[config.mk]
export PLATFORM = sky130hd
export DESIGN_NAME = multi_switch_debouncer
export DESIGN_NICKNAME = d
export VERILOG_FILES = /design/src/rtl/multi_switch_debouncer.sv
export SDC_FILE = /design/constraint.sdc
export NUM_CORES = 1
export LEC_CHECK = 0
export CORE_MARGIN = 8
export CORE_UTILIZATION = 35
export CTS_CLUSTER_SIZE = 28
export DETAILED_ROUTE_END_ITERATION = 7
export SETUP_SLACK_MARGIN = 0.2
export SYNTH_ARGS = -nofsm -noshare
export SYNTH_HDL_FRONTEND = slang
export SYNTH_SLANG_ARGS = --single-unit
[constraint.sdc]
create_clock -name clk -period 4.9 [get_ports clk]
set_clock_uncertainty 0.05 [all_clocks]
set_input_delay 0.98 -clock clk [delete_from_list [all_inputs] [get_ports clk]]
set_output_delay 0.98 -clock clk [all_outputs]
set_load 0.005 [all_outputs]
[src/rtl/multi_switch_debouncer.sv]
// rtl/multi_switch_debouncer.sv - N-channel switch debouncer with shared prescaler; macro SWITCH_DEBOUNCE_EDGE_PULSE_EN enables edge pulses
module multi_switch_debouncer #(
    parameter int              N_CH         = 4,
    parameter int              STABLE_COUNT = 1000000,
    parameter int              PRESCALE     = 1,
    parameter logic [N_CH-1:0] INIT_LEVEL   = '0
) (
    input  logic            clk,
    input  logic            rst,
    input  logic [N_CH-1:0] sw_in,
    output logic [N_CH-1:0] sw_db,
    output logic [N_CH-1:0] sw_rise,
    output logic [N_CH-1:0] sw_fall,
    output logic            any_change
);

    localparam int CW = (STABLE_COUNT > 1) ? $clog2(STABLE_COUNT) : 1;
    localparam int PW = (PRESCALE > 1) ? $clog2(PRESCALE) : 1;
    localparam logic [CW-1:0] CNT_MAX = CW'(STABLE_COUNT - 1);
    localparam logic [PW-1:0] PRE_MAX = PW'(PRESCALE - 1);

    logic [N_CH-1:0] s1_q, s1_d;
    logic [N_CH-1:0] s2_q, s2_d;
    logic [N_CH-1:0] db_q, db_d;
    logic [PW-1:0]   pre_q, pre_d;
    logic [CW-1:0]   cnt_q [N_CH];
    logic [CW-1:0]   cnt_d [N_CH];
    logic            tick;

    always_comb begin
        s1_d  = sw_in;
        s2_d  = s1_q;
        tick  = (pre_q == PRE_MAX);
        pre_d = tick ? '0 : pre_q + PW'(1);
        db_d  = db_q;
        for (int i = 0; i < N_CH; i++) begin
            cnt_d[i] = cnt_q[i];
            // Any sample matching the output restarts the count, tick or not.
            if (s2_q[i] == db_q[i]) begin
                cnt_d[i] = '0;
            end else if (tick) begin
                if (cnt_q[i] >= CNT_MAX) begin
                    db_d[i]  = s2_q[i];
                    cnt_d[i] = '0;
                end else begin
                    cnt_d[i] = cnt_q[i] + CW'(1);
                end
            end
        end
    end

    always_ff @(posedge clk) begin
        if (!rst) begin
            s1_q  <= INIT_LEVEL;
            s2_q  <= INIT_LEVEL;
            db_q  <= INIT_LEVEL;
            pre_q <= '0;
            for (int i = 0; i < N_CH; i++) begin
                cnt_q[i] <= '0;
            end
        end else begin
            s1_q  <= s1_d;
            s2_q  <= s2_d;
            db_q  <= db_d;
            pre_q <= pre_d;
            for (int i = 0; i < N_CH; i++) begin
                cnt_q[i] <= cnt_d[i];
            end
        end
    end

    assign sw_db = db_q;

`ifdef SWITCH_DEBOUNCE_EDGE_PULSE_EN
    logic [N_CH-1:0] rise_q, rise_d;
    logic [N_CH-1:0] fall_q, fall_d;
    logic            any_q, any_d;

    // Pulses are registered from the next-state so they line up with the new sw_db.
    always_comb begin
        rise_d = db_d & ~db_q;
        fall_d = ~db_d & db_q;
        any_d  = |(db_d ^ db_q);
    end

    always_ff @(posedge clk) begin
        if (!rst) begin
            rise_q <= '0;
            fall_q <= '0;
            any_q  <= 1'b0;
        end else begin
            rise_q <= rise_d;
            fall_q <= fall_d;
            any_q  <= any_d;
        end
    end

    assign sw_rise    = rise_q;
    assign sw_fall    = fall_q;
    assign any_change = any_q;
`else
    assign sw_rise    = '0;
    assign sw_fall    = '0;
    assign any_change = 1'b0;
`endif

endmodule

==> results of run 1 <==
[how the worst min path moves through the flow]
stage                     slack, ns  depth (start not counted)            endpoint                from
final                          0.38                          1  s2_q[3]$_SDFF_PN0_  s1_q[3]$_SDFF_PN0_
after global routing           0.42                          1  s2_q[3]$_SDFF_PN0_  s1_q[3]$_SDFF_PN0_
after CTS                      0.39                          1  s2_q[3]$_SDFF_PN0_  s1_q[3]$_SDFF_PN0_
after detailed placement       0.37                          1  s2_q[3]$_SDFF_PN0_  s1_q[3]$_SDFF_PN0_
after global placement         0.36                          1  s2_q[3]$_SDFF_PN0_  s1_q[3]$_SDFF_PN0_
after floorplan                0.36                          1  s2_q[0]$_SDFF_PN0_  s1_q[0]$_SDFF_PN0_
[cells by family (layout without fill, tap and decap cells)]
logic type / Yosys count / in the layout / share of synthesized area, %
AND/OR/NAND/NOR: 222 / 222 / 27.9
AO/OA/AOI/OAI: 71 / 71 / 11.3
flip-flops: 93 / 93 / 41.6
adder cells (fa/ha/maj): 4 / 4 / 1.12
XOR/XNOR: 60 / 60 / 11.8
buffers and inverters: 45 / 41 / 4.59
other: 1 / 10 / 0.0839
multiplexers: 7 / 7 / 1.57
[power by group through the flow]
stage	logic [uW]	registers, uW	clock network [uW]
after floorplan	23.2	779	0
after global placement	25.7	780	0
after detailed placement	25.9	780	0
after CTS	26.1	763	771
after global routing	29.0	763	806
final	26.0	763	751
[through the flow]
stage | hold slack, ns | utilization, % | total power (uW) | cells | worst slack (ns)
after floorplan | 0.362 | - | 802 | 512 | 3.04
after global placement | 0.363 | 37.2 | 806 | 664 | 1.94
after detailed placement | 0.371 | 37.2 | 806 | 664 | 1.85
after CTS | 0.387 | 39.8 | 1560 | 680 | 2.21
after global routing | 0.422 | 39.8 | 1600 | 680 | 2.05
final | 0.385 | 39.8 | 1540 | 680 | 2.23
[routing by layer]
metal / share of wire (%) / vias up / wire length [um]
met5: 0 / - / 0
met4: 0.66 / 0 / 61
met3: 4.0 / 2 / 368
met2: 48 / 65 / 4460
met1: 47 / 1729 / 4330
li1: - / 1823 / -
[worst max-delay path: cells and delay by family]
kind            cells  cell delay, ns
compound gates      2            0.52
buf+inv             2            1.16
simple gates        1            0.21
[area by class of cell]
cell class	instances	area (um2)	share of cell area, %
multi-input combinational	374	2440	48.8
sequential	93	1860	37.2
clock buffer	9	225	4.50
tap	172	215	4.30
timing repair buffer	11	105	2.10
clock inverter	7	98.8	1.98
inverter	14	52.6	1.05
[cells in the final DEF, fill, tap and decap left out, types with 11 or more instances in the layout]
cell | Yosys | routed
sky130_fd_sc_hd__a211oi_1 | 28 | 28
sky130_fd_sc_hd__and2_1 | 11 | 11
sky130_fd_sc_hd__dfxtp_1 | 93 | 93
sky130_fd_sc_hd__inv_1 | 14 | 14
sky130_fd_sc_hd__nand2_1 | 35 | 35
sky130_fd_sc_hd__nand3_1 | 18 | 18
sky130_fd_sc_hd__nand4_1 | 22 | 22
sky130_fd_sc_hd__nor2_1 | 24 | 24
sky130_fd_sc_hd__nor3_1 | 44 | 44
sky130_fd_sc_hd__nor4_1 | 12 | 12
sky130_fd_sc_hd__o21ai_0 | 11 | 11
sky130_fd_sc_hd__or3_1 | 13 | 13
sky130_fd_sc_hd__xnor2_1 | 35 | 35
sky130_fd_sc_hd__xor2_1 | 25 | 25
[registers in the layout, summed over array words and instances (netlist names)]
register,count
s1_q,4
sw_db,4
s2_q,4
cnt_q,80
pre_q,1
==> results, run 1 <==
- The flow ran to the end, and the final reports show no timing, DRC or antenna violations.
- The met3 layer usage reported by global route is 3.74%.
- From bottom edge to top edge, the die measures ~130 um.
- The starting density of the core is 35.6%.
- The worst pin sits at a relative slew slack of between 30 and 40%.
- In the routed layout, each cell is associated on average with a via count of between 5 and 6.
- The number of buffers on the longest clock path is 2.
- The number of I/O pins is 19.
- The DRC marker count from the first detailed-route iteration is between 200 and 250.
- The first-pass GRT wire length is 15.6 mm.
- The transition time at the pin with the least slew margin is just over 0.9 ns.
- During synthesis, Yosys emitted a total of 0 warnings.
- The number of antenna violations at the first check in global routing is 0.
- At the end of routability-driven placement, the weighted congestion stood at between 0.7 and 0.8.
- The post-route fraction of the period consumed by the critical path is 54.4%.
- Summed over all nets, the half-perimeter wirelength after detailed placement is 6.17 mm.
- The critical path is of the in2reg type.
- The post-route antenna net violation count is 0.
- Cells with a size suffix above 1 make up 5.71% of the layout.
- By count the netlist is led by sky130_fd_sc_hd__dfxtp_1, sky130_fd_sc_hd__nor3_1, sky130_fd_sc_hd__nand2_1, sky130_fd_sc_hd__xnor2_1, sky130_fd_sc_hd__a211oi_1.
- In this run, synthesis inferred 0 flip-flops with an integrated enable.
- The endpoint of the most critical register-to-register path is cnt_q[0][19]$_SDFFE_PP0N_.
- Measured along the x axis, the die boundary spans 129 um.
- The insertion delay to the later sink of the worst-skew pair is 0.34 ns.
- The number of hold buffers added after cts is 0.
- The number of global-route vias before repair is about 3300.
- Post-CTS timing repair inserted 0 buffers for setup.
- The max-capacitance violation count is 0.
- The path category of the worst min-delay check is reg2reg.
- The maximum cell stage delay along the critical path is 0.82 ns.
- The worst register-to-register path has a depth of 5.
- The number of clock buffers added by TritonCTS is 9.
- The type of element capturing the critical path is a flip-flop.
- The met1 global-route usage is between 10% and 20%.
- Of all nets on the critical path, the largest fanout is 20.
- For this block, the routed nets add up to slightly above 9 mm of wire.
- After synthesis, the cell types taking the most area are sky130_fd_sc_hd__dfxtp_1, sky130_fd_sc_hd__xnor2_1, sky130_fd_sc_hd__nor3_1.
- Entering global routing, the biggest net connects 23 pins.
- In this run the cell area of the synthesized design comes to approximately 0.0045 mm2.
- The per-instance average area after synthesis is between 8 and 9 um2.
- The initialized floorplan defines just over 40 standard-cell rows.
- The max-slew violation count came to 0.
- The leakage dissipation is roughly 0.0015 uW.
- The TritonCTS clock tree is built.
- The post-route minimum period is around 2.7 ns.
- The number of sinks on the clock net is 93.
- The number of detailed-route iterations in the first pass is 4.
- The number of standard cells after synthesis is 503.
- Walking the worst path, the cells encountered are clkdlybuf4s50_1 > and2_1 > o221ai_1 > buf_4 > a21oi_1.
- The beginning of the worst register-to-register path is pre_q$_SDFF_PN0_.
- The peak ir drop on the vdd network is around 180 uV.
- Static timing analysis puts the maximum clock frequency at approximately 370 MHz.
- Setup repair after global routing left no endpoint under its margin.
- Global routing used between 10% and 20% of the available met2 tracks.
- The top cell type's share of synthesized area is a little over two fifths.
- The combinational power share is 1.7%.
- The fraction of power spent switching nets is between 20% and 30%.
- Synthesis instantiated 51 different standard cells from the library.
- The beginning of the critical path is rst.
- The post-cts gate resize count is 0.
- The final count of negative-setup-slack endpoints is 0.
- The antenna diode count is 0.
- Global routing used 11.5% of the available tracks across all layers.
- The remaining global-route overflow is 0.
- The routed layout has 3619 vias.
- Dividing the detail-routed wire length by the instance count gives between 10 and 15 um.
- The die covers between 0.015 and 0.02 mm2.
- The flip-flop and latch count after synthesis is 93.
- The final instance area is 0.00500 mm2.
- In the synthesized netlist the dominant register cell turns out to be sky130_fd_sc_hd__dfxtp_1.
- The most heavily used metal layer in global routing is met2.
- Summed over all failing endpoints, the final setup total negative slack is 0 ns.
- The critical path data arrival time is 2.88 ns.
- Clock-pin slew was measured on the worst setup and hold paths at 0.06 ns.
- In the routed design, unresolved DRC markers number 0.
- After floorplanning, the core was sized to cover between 0.01 and 0.015 mm2.
- Yosys instantiated no cell more often than sky130_fd_sc_hd__dfxtp_1.
- The internal reg-to-reg setup slack is 2.54 ns.
- The required arrival time at the worst endpoint is 5.11 ns.
- The share of synthesized flip-flops with an asynchronous set or reset is 0%.
- On the critical path, the stage with the largest delay is an instance of sky130_fd_sc_hd__clkdlybuf4s50_1.
- The post-synthesis cell type with the largest combined area is sky130_fd_sc_hd__dfxtp_1.
- The number of port buffers is 9.
- The share of total power in the clock network is 48.8%.
- The final-layout fill cell count is roughly 1300.
- The sequential power share is around half.
- The sort of element at the start of the critical path is an input pin.
- The relative area change from synthesis to final layout is 11.8%.
- The depth of the CTS H-tree is 3.
- The final count of hold timing violations is 0.
- For this design the ratio of total power to cell area is about 310 mW/mm2.
- The instance area after placement is 0.00468 mm2.
- The post-synthesis sequential area ratio is around two fifths.
- The net count of the finished layout is just over 500.
- The internal portion of total power is about 1200 uW.
- In this run the worst setup path terminates at cnt_q[1][17]$_SDFFE_PP0N_.
- The clock tree root driver cell is sky130_fd_sc_hd__clkbuf_16.
- In this run the power spent charging and discharging nets is approximately 320 uW.
Note: power is estimated with default switching activity, not from simulation.
==> run 2, diff against run 1 <==
Clock period 4.9 ns to 2.3 ns, I/O delays scaled along.
==> run 2 against run 1 <==
Final cell count up 2.2%. Clock power increased by 85%. Critical path depth down 1. Routed wire length grew 0.67%. Core utilization rose by 0.61 points. Die area did not move. Design area is 1.5% higher. Largest power group unchanged. Via count up 0.36%. Combinational power is 130% higher. Sequential power up 110%. Register-to-register slack worse by 2.2 ns.
==> results, run 2 (synthesis results as in run 1) <==
- The run finished with clean final reports.
- The number of port buffers is 9 (unchanged).
- In this run the worst hold path is classified as reg2reg.
- The largest individual stage delay along the critical path comes from the cell sky130_fd_sc_hd__or4_4.
- The post-route antenna net violation count is 0 (unchanged).
- The leakage dissipation is 0.00158 uW (+4.0%).
- The relative area change from synthesis to final layout is 13.5%.
- The die area came to 0.0166 mm2 (unchanged).
- The max-capacitance violation count is 0 (unchanged).
- The post-route fraction of the period consumed by the critical path is a little under 90%.
- The clock tree root driver cell is sky130_fd_sc_hd__clkbuf_16.
- The number of detailed-route iterations in the first pass was 4 (unchanged).
- The chip width is 129 um (unchanged).
- TritonCTS built the clock tree.
- The number of I/O pins is 19 (unchanged).
- Leaving out fill and tap cells, the most frequent cell in the layout is sky130_fd_sc_hd__dfxtp_1.
- The required arrival time at the worst endpoint came to 2.50 ns (-2.61 ns).
- The net total in the final layout is 531 (+3.5%).
- The post-cts gate resize count was 0 (unchanged).
- The DRC marker count from the first detailed-route iteration came to 148 (-33%).
- The total negative slack for setup checks is 0 ns (unchanged).
- The number of buffers on the longest clock path is 2 (unchanged).
- The starting density of the core came to 35.6% (unchanged).
- The global router's overall resource usage is 11.8% (+0.24 points).
- The post-route minimum period is 1.99 ns.
- The met3 routed wirelength was 225 um (-39%).
- The detailed-route wire length is 9.28 mm (+0.67%).
- The signal on the critical path passes through nand4_2 > or4_4 > or3_1 > a221oi_2.
- The number of antenna violations at the first check in global routing came to 0 (unchanged).
- The routed via count is 3632 (+0.36%).
- The clock-pin slew of the registers on the worst-case setup and hold paths is 0.06 ns (about the same).
- The number of remaining DRC errors is 0 (unchanged).
- Setup repair after global routing left no endpoint under its margin.
- The critical path data arrival time is 2.19 ns (-0.69 ns).
- The insertion delay to the later sink of the worst-skew pair was 0.33 ns (about the same).
- The die height was 129 um (unchanged).
- Leaving out fill and tap cells, the most frequent cells in the layout are sky130_fd_sc_hd__dfxtp_1, sky130_fd_sc_hd__nor3_1, sky130_fd_sc_hd__nand2_1, sky130_fd_sc_hd__xnor2_1, sky130_fd_sc_hd__a211oi_1.
- The maximum cell stage delay along the critical path is 0.58 ns (-0.24 ns).
- cnt_q holds more flip-flops than any other register.
- The average via count per standard cell is 5.23 (-1.8%).
- The final core utilization is 40.4% (+0.61 points).
- The global placement routability congestion was 0.820 (+2.9%).
- The startpoint-to-endpoint class of the critical path is reg2reg.
- The combinational power share is 2.0% (+0.3 points).
- The sequential power share came to 52.8% (+3.3 points).
- The depth of the CTS H-tree is 3 (unchanged).
- The power consumption is 3080 uW (+100%).
- The sum of met2 wire segment lengths after detailed routing is 4.37 mm (-1.9%).
- The switching power total is 611 uW (+91%).
- The remaining global-route overflow was 0 (unchanged).
- The timing-limited maximum frequency is between 500 and 600 MHz.
- The number of buffers added by the clock tree synthesis step is 9 (unchanged).
- The flip-flop count of the largest register, all copies and words added is 80 (unchanged).
- The worst setup path is captured at a flip-flop.
- The number of hold buffers added after cts is 0 (unchanged).
- The HPWL reported at the end of detailed placement is 6.31 mm (+2.3%).
- The power per unit of standard cell area is 606 mW/mm2 (+97%).
- The number of global-route vias before repair is 3496 (+6.9%).
- The final count of hold timing violations is 0 (unchanged).
- The routed length per instance is 13.4 um (-1.5%).
- The sort of element at the start of the critical path is a flip-flop.
- Routed signal wires occupy layers up through met4.
- The final count of negative-setup-slack endpoints is 0 (unchanged).
- The maximum number of pins on one net before global-route repair is 21 (-8.7%).
- The max-slew headroom at the worst pin came to 54.2% (+15 points).
- The internal portion of total power is 2470 uW (+100%).
- The final-layout fill cell count came to 1261 (+0.48%).
- The antenna diode count is 0 (unchanged).
- The met1 wire length is 4.49 mm (+3.7%).
- The fraction of power spent switching nets is 19.8% (-0.95 points).
- The first-pass GRT wire length is 16.2 mm (+4.2%).
- The transition time at the pin with the least slew margin is 0.680 ns (-0.228 ns).
- The peak ir drop on the vdd network is 290 uV (+62%).
- The share of total power in the clock network came to 45.2% (-3.6 points).
- The number of sinks on the clock net is 93 (unchanged).
- The share of layout cells above drive strength 1 came to 8.03% (+2.3 points).
- The max-slew violation count was 0 (unchanged).
- The number of core rows is 41 (unchanged).
- The core box area was 0.0126 mm2 (unchanged).
- The largest fanout on the critical path is 7 (-65%).
run 2: power groups by stage:
stage               clock network, uW  logic (uW)  registers (uW)
finish                           1390        60.6            1620
global route                     1490        67.7            1620
CTS                              1440        60.9            1620
detailed placement                  0        60.5            1660
global placement                    0        59.9            1660
floorplan                           0        49.4            1660
run 2: routing by layer:
metal	vias to the layer above	GRT usage, %
met3	14	1.93
met4	0	6.63
li1	1860	-
met5	-	0
met2	46	18.5
met1	1712	15.0
run 2: worst paths after layout:
check                                start  depth (start not counted)  slack [ns]                        end
setup / recovery  cnt_q[3][9]$_SDFFE_PP0N_                          4        0.31  cnt_q[3][19]$_SDFFE_PP0N_
hold reg to reg         s1_q[2]$_SDFF_PN0_                          1        0.39         s2_q[2]$_SDFF_PN0_
setup reg to reg  cnt_q[3][9]$_SDFFE_PP0N_                          4        0.31  cnt_q[3][19]$_SDFFE_PP0N_
hold / removal          s1_q[2]$_SDFF_PN0_                          1        0.39         s2_q[2]$_SDFF_PN0_
run 2: cell type report:
type	count	area (um2)	area share, %
flip-flops and latches	93	1860	36.7
clock buffers	10	229	4.51
inverters	14	52.6	1.04
repair buffers	29	240	4.73
multi-input cells	374	2440	48.0
clock inverters	3	40.0	0.789
well taps	172	215	4.24
run 2: what timing repair did:
action / CTS / global route
hold endpoints to repair: 0 / 0
setup buffers: 0 / 2
setup endpoints to repair: 0 / 2
run 2: through the flow:
step                      hold slack [ns]  setup WS [ns]  instance area [um2]  cells
after detailed placement            0.374          0.336                 4790    680
final                               0.385          0.310                 5080    695
after global routing                0.405          0.205                 5080    695
after global placement              0.374          0.388                 4790    680
after CTS                           0.389          0.330                 5060    693
after floorplan                     0.362          0.459                 4500    512
run 2: critical path, delay by kind of cell, from the launching register on:
| kind | cells | cell delay, ns |
|---|---|---|
| DFF | 1 | 0.43 |
| and+or+nand+nor | 3 | 1.20 |
| AOI/OAI and AO/OA | 1 | 0.23 |
